`src/rtl/mem_stage_pkg.sv`:
```
// Shared definitions for the MEM pipeline stage: opcodes, FSM encoding,
// MEM/WB payload and load/store decode helpers.
package mem_stage_pkg;

   localparam int unsigned OPC_W = 6;
   localparam int unsigned WORD_W = 32;

   localparam logic [OPC_W-1:0] OP_LB  = 6'h20;
   localparam logic [OPC_W-1:0] OP_LH  = 6'h21;
   localparam logic [OPC_W-1:0] OP_LW  = 6'h23;
   localparam logic [OPC_W-1:0] OP_LBU = 6'h24;
   localparam logic [OPC_W-1:0] OP_LHU = 6'h25;
   localparam logic [OPC_W-1:0] OP_SB  = 6'h28;
   localparam logic [OPC_W-1:0] OP_SH  = 6'h29;
   localparam logic [OPC_W-1:0] OP_SW  = 6'h2B;

   typedef enum logic [1:0] {
      IDLE  = 2'd0,
      ISSUE = 2'd1,
      RESP  = 2'd2,
      DONE  = 2'd3
   } state_e;

   typedef struct packed {
      logic [WORD_W-1:0] ins;
      logic [WORD_W-1:0] pc;
      logic [WORD_W-1:0] alu;
      logic [WORD_W-1:0] mem_data;
      logic              align_err;
   } memwb_t;

   function automatic logic is_load(input logic [OPC_W-1:0] op);
      return (op == OP_LB) || (op == OP_LH) || (op == OP_LW) ||
             (op == OP_LBU) || (op == OP_LHU);
   endfunction

   function automatic logic is_store(input logic [OPC_W-1:0] op);
      return (op == OP_SB) || (op == OP_SH) || (op == OP_SW);
   endfunction

   function automatic logic is_misaligned(input logic [OPC_W-1:0] op, input logic [1:0] a);
      return ((op == OP_LW) && (a != 2'b00)) ||
             (((op == OP_LH) || (op == OP_LHU) || (op == OP_SH)) && a[0]);
   endfunction

endpackage

```
`src/rtl/mem_load_align.sv`:
```
// Load data extraction: picks the addressed byte/halfword from the memory
// word and sign- or zero-extends it to 32 bits.
module mem_load_align
   import mem_stage_pkg::*;
(
   input  logic [WORD_W-1:0] rdata_i,
   input  logic [OPC_W-1:0]  op_i,
   input  logic [1:0]        a_i,
   output logic [WORD_W-1:0] data_o
);

   logic [7:0]  byte_sel;
   logic [15:0] half_sel;

   always_comb begin
      case (a_i)
         2'd0:    byte_sel = rdata_i[7:0];
         2'd1:    byte_sel = rdata_i[15:8];
         2'd2:    byte_sel = rdata_i[23:16];
         default: byte_sel = rdata_i[31:24];
      endcase
      half_sel = a_i[1] ? rdata_i[31:16] : rdata_i[15:0];

      case (op_i)
         OP_LB:   data_o = {{24{byte_sel[7]}}, byte_sel};
         OP_LBU:  data_o = {24'd0, byte_sel};
         OP_LH:   data_o = {{16{half_sel[15]}}, half_sel};
         OP_LHU:  data_o = {16'd0, half_sel};
         OP_LW:   data_o = rdata_i;
         default: data_o = '0;
      endcase
   end

endmodule

```
`src/rtl/mem_access_stage.sv`:
```
// MIPS MEM stage: split-transaction data-memory access FSM, upstream stall
// and MEM/WB register. Define MEM_ALIGN_CHECK_EN to trap misaligned accesses.
module mem_access_stage
   import mem_stage_pkg::*;
#(
   parameter int unsigned ADDR_W = 32,
   parameter int unsigned DATA_W = 32
)(
   input  logic              clk,
   input  logic              reset,
   input  logic [31:0]       ins_m,
   input  logic [31:0]       pc_m,
   input  logic [DATA_W-1:0] alu_result,
   input  logic [DATA_W-1:0] rt_data,
   output logic              stall,
   output logic              dmem_req,
   output logic              dmem_we,
   output logic [ADDR_W-1:0] dmem_addr,
   output logic [3:0]        dmem_be,
   output logic [DATA_W-1:0] dmem_wdata,
   input  logic              dmem_ready,
   input  logic              dmem_rvalid,
   input  logic [DATA_W-1:0] dmem_rdata,
   output logic [31:0]       ins_w,
   output logic [31:0]       pc_w,
   output logic [DATA_W-1:0] alu_result_w,
   output logic [DATA_W-1:0] mem_data_w,
   output logic              align_err
);

   state_e              state_q, state_d;
   logic                req_q, req_d;
   logic                we_q, we_d;
   logic [ADDR_W-1:0]   addr_q, addr_d;
   logic [3:0]          be_q, be_d;
   logic [DATA_W-1:0]   wdata_q, wdata_d;
   logic [DATA_W-1:0]   ld_q, ld_d;
   logic                err_q, err_d;
   memwb_t              wb_q, wb_d;

   logic [OPC_W-1:0]    op;
   logic [1:0]          a;
   logic                mem_op;
   logic                misal;
   logic [3:0]          lane_be;
   logic [DATA_W-1:0]   lane_wdata;
   logic [DATA_W-1:0]   ld_aligned;

   assign op     = ins_m[31:26];
   assign a      = alu_result[1:0];
   assign mem_op = is_load(op) || is_store(op);

`ifdef MEM_ALIGN_CHECK_EN
   assign misal = is_misaligned(op, a);
`else
   assign misal = 1'b0;
`endif

   mem_load_align u_align (
      .rdata_i (dmem_rdata),
      .op_i    (op),
      .a_i     (a),
      .data_o  (ld_aligned)
   );

   // Byte lanes and replicated store data by access size
   always_comb begin
      case (op)
         OP_LB, OP_LBU, OP_SB: begin
            lane_be    = 4'b0001 << a;
            lane_wdata = {4{rt_data[7:0]}};
         end
         OP_LH, OP_LHU, OP_SH: begin
            lane_be    = a[1] ? 4'b1100 : 4'b0011;
            lane_wdata = {2{rt_data[15:0]}};
         end
         default: begin
            lane_be    = 4'b1111;
            lane_wdata = rt_data;
         end
      endcase
   end

   always_comb begin
      state_d = state_q;
      req_d   = req_q;
      we_d    = we_q;
      addr_d  = addr_q;
      be_d    = be_q;
      wdata_d = wdata_q;
      ld_d    = ld_q;
      err_d   = err_q;
      stall   = 1'b0;
      wb_d    = '0;

      case (state_q)
         IDLE: begin
            if (mem_op) begin
               stall = 1'b1;
               ld_d  = '0;
               err_d = misal;
               if (misal) begin
                  state_d = DONE;
               end else begin
                  req_d   = 1'b1;
                  we_d    = is_store(op);
                  addr_d  = ADDR_W'({alu_result[31:2], 2'b00});
                  be_d    = lane_be;
                  wdata_d = is_store(op) ? lane_wdata : '0;
                  state_d = ISSUE;
               end
            end else begin
               wb_d.ins = ins_m;
               wb_d.pc  = pc_m;
               wb_d.alu = alu_result;
            end
         end
         ISSUE: begin
            stall = 1'b1;
            if (dmem_ready) begin
               req_d   = 1'b0;
               state_d = we_q ? DONE : RESP;
            end
         end
         RESP: begin
            stall = 1'b1;
            if (dmem_rvalid) begin
               ld_d    = ld_aligned;
               state_d = DONE;
            end
         end
         DONE: begin
            wb_d.ins       = ins_m;
            wb_d.pc        = pc_m;
            wb_d.alu       = alu_result;
            wb_d.mem_data  = ld_q;
            wb_d.align_err = err_q;
            err_d          = 1'b0;
            state_d        = IDLE;
         end
         default: state_d = IDLE;
      endcase
   end

   always_ff @(posedge clk or negedge reset) begin
      if (!reset) begin
         state_q <= IDLE;
         req_q   <= 1'b0;
         we_q    <= 1'b0;
         addr_q  <= '0;
         be_q    <= '0;
         wdata_q <= '0;
         ld_q    <= '0;
         err_q   <= 1'b0;
         wb_q    <= '0;
      end else begin
         state_q <= state_d;
         req_q   <= req_d;
         we_q    <= we_d;
         addr_q  <= addr_d;
         be_q    <= be_d;
         wdata_q <= wdata_d;
         ld_q    <= ld_d;
         err_q   <= err_d;
         wb_q    <= wb_d;
      end
   end

   assign dmem_req     = req_q;
   assign dmem_we      = we_q;
   assign dmem_addr    = addr_q;
   assign dmem_be      = be_q;
   assign dmem_wdata   = wdata_q;
   assign ins_w        = wb_q.ins;
   assign pc_w         = wb_q.pc;
   assign alu_result_w = wb_q.alu;
   assign mem_data_w   = wb_q.mem_data;
   assign align_err    = wb_q.align_err;

endmodule

```
`config.mk`:
```
export PLATFORM = sky130hd
export DESIGN_NAME = mem_access_stage
export DESIGN_NICKNAME = d
export VERILOG_FILES = /design/src/rtl/mem_stage_pkg.sv /design/src/rtl/mem_load_align.sv /design/src/rtl/mem_access_stage.sv
export SDC_FILE = /design/constraint.sdc
export NUM_CORES = 1
export LEC_CHECK = 0
export BUFFER_PORTS_ARGS = -buffer_cell sky130_fd_sc_hd__buf_2
export CAP_MARGIN = 10
export CORE_ASPECT_RATIO = 0.75
export CORE_MARGIN = 3
export CORE_UTILIZATION = 49
export DETAILED_ROUTE_END_ITERATION = 10
export GPL_ROUTABILITY_DRIVEN = 0
export PLACE_DENSITY = 0.81
export SYNTH_ARGS = -nofsm -noshare
export SYNTH_HDL_FRONTEND = slang
export SYNTH_SLANG_ARGS = --single-unit
```
`constraint.sdc`:
```
create_clock -name clk -period 2.63 [get_ports clk]
set_input_delay 0.526 -clock clk [delete_from_list [all_inputs] [get_ports clk]]
set_output_delay 0.526 -clock clk [all_outputs]
set_load 0.01 [all_outputs]
```
### Yosys cells after proc, flatten, opt, wreduce, memory -nomap -nowiden

Cells that the tools add are included.

* equality and inequality tests: 16
* shift-type cells: 1
* mux-type cells: 25
* reductions and logical operators: 20

Operators by type and width (number)
* $pmux W96 S2: 1
* $pmux W32 S5: 1
* $pmux W32 S2: 2
* $mux W32: 3
* $mux W96: 1
* $eq A6 B6 Y1 const B: 8
* $mux W33: 1
* $pmux W8 S3: 1
* $mux W16: 1
* $reduce_and A3 Y1: 3
* $pmux W2 S4: 1
* $pmux W4 S2: 1
* $logic_or A1 B1 Y1: 7
* $eq A2 B2 Y1 const B: 3
* $mux W2: 3
* $ne A2 B2 Y1 const B: 3
* $pmux W1 S2: 3
* $reduce_bool A2 Y1: 3
* $reduce_or A3 Y1: 2
* $mux W1: 5
* $eq A2 B1 Y1 const B: 2
* $logic_not A2 Y1: 2
* $mux W4: 1
* $reduce_and A2 Y1: 2
* 2 further kinds: 2

* bits in registers: 232
* input bits: 164
* output and inout port bits: 200
* logic and storage cells: 75

### Logic depth before layout (Yosys ltp)

Gate-level depths: netlist of the first run.

* depth in word-level cells: 8
* depth in mapped cells: 9
* gate-level depth less buffers: 6

### Cells and area by module

Synthesis of the first run repeated with hierarchy kept, for this count alone.

* cell total of the unflattened synthesis: 708
* area, all modules: 9237.6 µm²

By module, submodules not included
* mem_access_stage: instances 1, cells each 607, area each 8468.1 µm², seq. area each 5755.5 µm²
* mem_load_align: instances 1, cells each 101, area each 769.5 µm², seq. area each 0.0 µm²

### Worst setup path before layout of the first run

Ideal clock, no wire load.

* path kind: register -> output
* start: reg state_q[0]
* end: out stall
* arrival: 1735 ps
* required time: 2104 ps
* path slack: 369 ps
* stages on the path, launching flop included: 9
* path buffers: 3
* cells stage by stage: dfrtp_1 inv_1 ha_1 clkbuf_2 nand3b_1 a21o_1 buf_2 buf_1 a21oi_1

* longest elaborated chain between the ends: 3
* elaborated cells on any way between the ends: 5
* classes of those cells: 2 x eq/ne; 1 x mux; 2 x reduce/logical

Ends and longest elaborated chain
* from (decl): line mem_access_stage.sv:31 `state_e state_q, state_d;`
* from (signal assigned): line mem_access_stage.sv:157 `state_q <= state_d;`
* $eq A2 B2 Y1 / $eq A2 B1 Y1 (equally long branches): line mem_access_stage.sv:96 `case (state_q)`
* $reduce_or A2 Y1 (no source line)
* $pmux W1 S2 (*): line mem_access_stage.sv:96
* to (decl): line mem_access_stage.sv:15 `output logic stall,`

Every way passes the cells marked *; elsewhere a longest branch is shown, timed or not.

### Final worst setup path of the first run

Ends and elaborated chain as after synthesis.

==> summary.txt, run 1 <==
===============================================================================
Floorplan Core Area                                                18,000 sq um
Post-synthesis register bit count                                           230
Switch share                                                              35.2%
Unique cell type count in the Yosys netlist                                  54
Number of DRC markers after the initial detailed-route iteration            515
Initial standard-cell utilization of the core                             51.0%
Achievable frequency                                                    407 MHz
Met2 track utilization from global routing                                42.5%
CTS tree                                                                  built
Total power divided by cell area                                   1110 nW/um^2
Number of buffers created by CTS                                             22
Max-capacitance violation count                                               0
Remaining global-route overflow                                               0
CP Capture Type                                                    primary output
DRT Pass-1 Iters                                                              6
Final hold violation count                                                    0
Routing usage on met3                                                     8.24%
Number of hold buffers added after CTS                                        0
Most crowded layer after global routing                                    met2
Worst reg2reg startpoint                                             state_q[0]
EDFF count, synth                                                             0
Total Neg Setup Slack                                                      0 ns
Cell-internal power                                                     8.74 mW
Number of levels the H-tree was split into                                    1
Master cell of the clock root buffer                                  clkbuf_16
Standby leakage power                                                   6.52 nW
CP startpoint                                                        state_q[0]
Share of the cycle needed by the critical path after routing              93.5%
Overall power of the completed layout                                   13.5 mW
CP max-delay cell                                                       dfrtp_1
Area growth, synth to finish                                              32.1%
Top-Level Pins                                                              364
Cells traversed along the worst timing path                        inv_1, ha_4, nand3b_1, a21o_2, a21oi_1, buf_2
Post-Synth XOR/XNOR Area                                                     0%
Relative slew slack                                                       56.1%
Mean instance size in the synthesized netlist                        13.2 sq um
Buffers and inverters on the worst path                                       2
CP top delay family                                                  flip-flops
Number of instances in the synthesized netlist                              697
Area of all placed cells without fillers                           12,100 sq um
Flop pwr share                                                            39.0%
Total placed instance area                                         11,300 sq um
Run status                                                         complete, no violations
Synthesized cell area                                                9200 sq um
ANT nets after route                                                          0
Psw                                                                     4.74 mW
Row count                                                                    42
Die boundary height                                                      125 um
Reg-to-reg slack, setup                                                 0.58 ns
Initial antenna violation count                                               6
Post-layout minimum cycle time                                          2.46 ns
Cell type contributing the most total cell area after synthesis         dfrtp_1
Utilization of the core after routing                                     67.4%
Crit Path Category                                                 flip-flop to primary output
Later-pin clock latency in the skew report                              0.50 ns
Kind of start point of the critical path                              flip-flop
Sequential-to-total area share from yosys stat                            62.6%
Die Area                                                           20,500 sq um
Max Slew Vio Count                                                            0
Adder and majority gate portion of the synthesized area                  0.544%
Half-perimeter wire length after placement                            18,900 um
Routed wire length per instance                                         20.0 um
Combinational group share of total power                                  36.1%
Mux share of post-synthesis cell area                                     7.74%
Global Route met1 Usage                                                   30.7%
Count of nets after finishing                                             1,223
Data arrival time at the worst-slack endpoint                           1.93 ns
Number of buffers between clock root and the deepest sink                     3
Required @ worst endpoint                                               2.10 ns
Wire length of the first global-routing pass                          40,800 um
Simple-gate portion of the synthesized area                               15.5%
Count of buffers from port buffering                                        360
Most used flip-flop cell after synthesis                                dfrtp_1
Worst Max-Slew Pin Slew                                                0.642 ns
Vias per std cell                                                          5.41
Largest cells by area after synthesis                              dfrtp_1, nor3b_1, mux2_2
All-Layer GR Usage                                                        25.3%
Yosys synthesis warning count                                                 0
Final setup skew                                                      0.0167 ns
Via count of the first global-routing pass                                7,322
Final-layout worst hold slack                                         0.0281 ns
Largest net degree at the start of global routing                            97
Class of the worst hold path                                       input port to async pin
Number of setup violations in the final report                                0
Peak fanout along the critical path                                           6
Routed via count                                                          7,125
Ratio of cells with drive above 1 in the final layout                     45.6%
Synthesized-area fraction occupied by ao, oa, aoi and oai cells           10.3%
Worst voltage drop across the vdd grid                                 0.856 mV
Part of the power in the clock network                                    24.9%
Worst path max stage delay                                              0.44 ns
CTS clock-pin slew for the worst setup and hold paths                   0.06 ns
DR DRC count                                                                  0
Final routed wirelength across all metal layers                       26,400 um
Number of sinks handled by clock tree synthesis                             230
Die Span X                                                               164 um
Proportion of netlist area held by the largest area contributor           62.6%
Fill cell count                                                           1,329
Combinational family with the most area after synthesis            simple AND/OR/NAND/NOR gates
Unrepaired setup endpoints after global routing                              no
Async set-or-reset flop fraction in the synthesized netlist                100%
===============================================================================
[per-stage QoR]
stage | instances | setup slack, ns
2_1_floorplan | 699 | 0.369
3_3_place_gp | 1269 | 0.525
6_report | 1316 | 0.172
5_1_grt | 1316 | 0.0559
3_5_place_dp | 1269 | 0.472
4_1_cts | 1309 | 0.0271
[worst paths after layout]
check,endpoint,depth (start not counted)
max,stall,6
min,ld_q[4],1
max reg2reg,ld_q[31],7
max in group asynchronous,pc_w[10],2
min reg2reg,dmem_wdata[11],2
min in group clk,dmem_addr[7],2
[power groups by stage]
stage | combinational, mW | sequential [mW] | clock [mW]
floorplan | 2.02 | 5.88 | 0
global placement | 4.75 | 5.25 | 0
detailed placement | 4.85 | 5.30 | 0
CTS | 4.87 | 5.26 | 3.42
global route | 5.28 | 5.38 | 3.57
finish | 4.87 | 5.25 | 3.36
[cells in the mapped netlist, drive strengths merged (2+ instances only)]
cell type,count
a222oi,7
o31ai,6
and2,32
nand2,33
mux2,33
a211o,16
o2bb2ai,8
ha,4
inv,7
and3,17
nor4,2
a2111oi,2
nor2b,9
a21o,4
nand3,2
a211oi,6
nand2b,3
o21ai,28
o221a,8
nor2,19
nor3b,96
a22o,16
dfrtp,230
clkbuf,31
mux4,8
o21bai,2
buf,25
nor3,3
mux2i,16
a21oi,10
[final cells by class]
| type | count | area (sq um) | area share, % |
|---|---|---|---|
| clock buffers | 29 | 617 | 5.08 |
| repair buffers | 388 | 2100 | 17.3 |
| inverters | 7 | 26.3 | 0.216 |
| clock inverters | 11 | 169 | 1.39 |
| diodes | 3 | 7.51 | 0.0618 |
| multi-input cells | 406 | 3170 | 26.1 |
| well taps | 242 | 303 | 2.49 |
| flip-flops and latches | 230 | 5760 | 47.4 |
[worst reg2reg max path: cells and delay by family, from the launching register on]
kind                       cells  cell delay (ns)
adders and majority gates      1             0.26
buffers and inverters          2             0.35
and+or+nand+nor                2             0.25
AOI/OAI and AO/OA              2             0.63
DFF                            1             0.43
[cells in the final DEF (no fill, tap or decap), types with 4 or more instances in the layout]
master / count
a222oi_1: 7
and2_1: 32
mux2i_1: 16
a211o_1: 16
mux4_2: 8
clkbuf_8: 4
clkbuf_16: 22
buf_2: 359
a22o_1: 16
and3_1: 17
nor3b_1: 96
mux2_2: 33
o21ai_0: 27
o31ai_1: 6
buf_4: 22
inv_1: 6
bufinv_16: 4
nor2_1: 19
nor2b_1: 9
a21oi_1: 8
o2bb2ai_1: 8
a211oi_1: 6
o221a_2: 8
nand2_1: 33
buf_12: 6
dfrtp_1: 230
clkinv_2: 5
[timing repair]
item	4_1_cts	5_1_grt
gates resized for setup	0	0
setup buffers	0	4
setup endpoints to repair	0	1
[cell families (layout without fill, tap and decap cells)]
| kind of cell | count (synthesis) | count (layout) |
|---|---|---|
| compound gates | 120 | 120 |
| mux | 57 | 57 |
| other cells | 1 | 6 |
| buf+inv | 63 | 435 |
| simple gates | 222 | 222 |
| fa+ha+maj | 4 | 4 |
| flops | 230 | 230 |
[flip-flops by register name, indices dropped and copies added, names as in the netlist]
register / cells
dmem_addr: 30
ins_w: 32
ld_q: 32
dmem_be: 4
dmem_we: 1
state_q: 2
mem_data_w: 32
pc_w: 32
dmem_req: 1
alu_result_w: 32
dmem_wdata: 32
[layer usage]
layer  wire length (um)  up-vias
met3               2450       63
met2              13200      327
met5                 36        -
met1               9820     3515
li1                   -     3214
met4                848        6
No activity file was read; power rests on OpenSTA's default activity.
==> run 2, diff against run 1 <==
--- a/config.mk
+++ b/config.mk
@@ -6,4 +6,5 @@
 export NUM_CORES = 1
 export LEC_CHECK = 0
+export ABC_CLOCK_PERIOD_IN_PS = 2630
 export BUFFER_PORTS_ARGS = -buffer_cell sky130_fd_sc_hd__buf_2
 export CAP_MARGIN = 10
@@ -14,4 +15,5 @@
 export GPL_ROUTABILITY_DRIVEN = 0
 export PLACE_DENSITY = 0.81
+export REMOVE_ABC_BUFFERS = 1
 export SYNTH_ARGS = -nofsm -noshare
 export SYNTH_HDL_FRONTEND = slang
==> constraint.sdc (replaced) <==
create_clock -name clk -period 2.63 [get_ports clk]
set_input_delay 0.3945 -clock clk [delete_from_list [all_inputs] [get_ports clk]]
set_output_delay 0.3945 -clock clk [all_outputs]
set_load 0.01 [all_outputs]
==> summary.txt, run 2 (synthesized netlist as in run 1, its figures left out) <==
===============================================================================
Number of setup violations in the final report                                0
Later-pin clock latency in the skew report                              0.49 ns
Post-layout minimum cycle time                                          2.48 ns
Initial standard-cell utilization of the core                             51.0%
Fill cell count                                                           1,352
Required @ worst endpoint                                               2.24 ns
DRT Pass-1 Iters                                                              6
CP startpoint                                                        state_q[0]
Number of buffers created by CTS                                             22
Combinational group share of total power                                  36.1%
Most common cell after layout, fill and taps aside                        buf_2
DR DRC count                                                                  0
CP top delay family                                                compound AO/OA/AOI/OAI gates
Routed via count                                                          7,121
Row count                                                                    42
Final hold violation count                                                    0
Top-Level Pins                                                              364
Crit Path Category                                                 flip-flop to primary output
Half-perimeter wire length after placement                            19,000 um
Count of nets after finishing                                             1,215
Number of DRC markers after the initial detailed-route iteration            546
Total placed instance area                                         11,300 sq um
Master cell of the clock root buffer                                  clkbuf_16
Worst reg2reg startpoint                                             state_q[0]
Number of sinks handled by clock tree synthesis                             230
Psw                                                                     4.75 mW
Most frequent cells in the layout                                  buf_2, dfrtp_1, nor3b_1
Number of levels the H-tree was split into                                    1
Total power divided by cell area                                   1110 nW/um^2
Layout Cells excl Fill                                                    1,303
Relative slew slack                                                       60.2%
Achievable frequency                                                    403 MHz
Worst hold path startpoint                                         alu_result[18]
Cell-internal power                                                     8.62 mW
Area of all placed cells without fillers                           12,000 sq um
Routed wire length per instance                                         20.1 um
CTS tree                                                                  built
Standby leakage power                                                   6.46 nW
Worst Max-Slew Pin Slew                                                0.582 ns
CP max-delay cell                                                       dfrtp_1
Cells traversed along the worst timing path                        inv_1, ha_4, nand3b_1, a21o_2, a21oi_1, buf_2
Overall power of the completed layout                                   13.4 mW
Count of buffers from port buffering                                        360
Die Area                                                           20,500 sq um
Largest net degree at the start of global routing                            88
Wire length of the first global-routing pass                          39,900 um
Vias per std cell                                                          5.47
Buffers and inverters on the worst path                                       2
Initial antenna violation count                                               1
Via count of the first global-routing pass                                7,055
Worst voltage drop across the vdd grid                                 0.736 mV
Max-capacitance violation count                                               0
Peak fanout along the critical path                                           9
Reg-to-reg slack, setup                                                 0.59 ns
Unrepaired setup endpoints after global routing                              no
Data arrival time at the worst-slack endpoint                           2.08 ns
ANT nets after route                                                          0
Number of placed instances, taps included                                 1,264
Utilization of the core after routing                                     66.8%
Final routed wirelength across all metal layers                       26,200 um
Class of the worst hold path                                       input port to flip-flop
Die Span X                                                               164 um
Worst path max stage delay                                              0.44 ns
CP Capture Type                                                    primary output
Floorplan Core Area                                                18,000 sq um
Final setup skew                                                      0.0104 ns
Run status                                                         complete, no violations
Flop pwr share                                                            39.7%
CTS clock-pin slew for the worst setup and hold paths                   0.06 ns
Number of buffers between clock root and the deepest sink                     3
Ratio of cells with drive above 1 in the final layout                     44.9%
Die boundary height                                                      125 um
Area growth, synth to finish                                              30.9%
Share of the cycle needed by the critical path after routing              94.3%
Kind of start point of the critical path                              flip-flop
Switch share                                                              35.5%
All-Layer GR Usage                                                        24.7%
Part of the power in the clock network                                    24.2%
Remaining global-route overflow                                               0
Max Slew Vio Count                                                            0
===============================================================================
[run 2: layout make-up]
cell class / instances / area, sq um / area share, %
tap: 242 / 303 / 2.52
clock buffer: 32 / 669 / 5.56
multi-input combinational: 406 / 3170 / 26.4
sequential: 230 / 5760 / 47.8
inverter: 7 / 26.3 / 0.218
antenna: 1 / 2.50 / 0.0208
clock inverter: 5 / 78.8 / 0.655
timing repair buffer: 380 / 2030 / 16.8
[run 2: power groups by stage]
stage | clock network (mW) | registers [mW] | logic [mW]
2_1_floorplan | 0 | 5.65 | 1.65
3_3_place_gp | 0 | 5.29 | 4.76
3_5_place_dp | 0 | 5.34 | 4.86
4_1_cts | 3.30 | 5.31 | 4.86
5_1_grt | 3.45 | 5.43 | 5.21
6_report | 3.24 | 5.30 | 4.83
[run 2: metrics by stage]
stage	hold WS, ns	TNS, ns	setup slack [ns]
floorplan	0.0989	-203.32	-2.05
global placement	0.368	0	0.521
detailed placement	0.363	0	0.453
CTS	0.118	0	0.128
global route	0.129	0	0.00224
finish	0.143	0	0.151
[run 2: timing repair]
item	CTS	global route
setup buffers	0	0
hold buffers	1	0
resized for setup	0	0
hold endpoints to repair	57	0
endpoints found under the setup margin	0	0
[run 2: final timing paths]
path / end / cells past startpoint
setup / recovery: stall / 6
hold / removal: dmem_addr[18] / 2
setup reg to reg: dmem_wdata[13] / 6
hold reg to reg: ld_q[0] / 1
max in group asynchronous: alu_result_w[4] / 3
min in group asynchronous: alu_result_w[6] / 2
[run 2: layer usage]
metal,routed length [um],global-route usage (%),vias to the layer above
met5,0,0,-
met4,649,6.56,0
met3,1910,5.09,53
met2,13100,40.8,344
met1,10500,33.4,3523
li1,-,-,3201
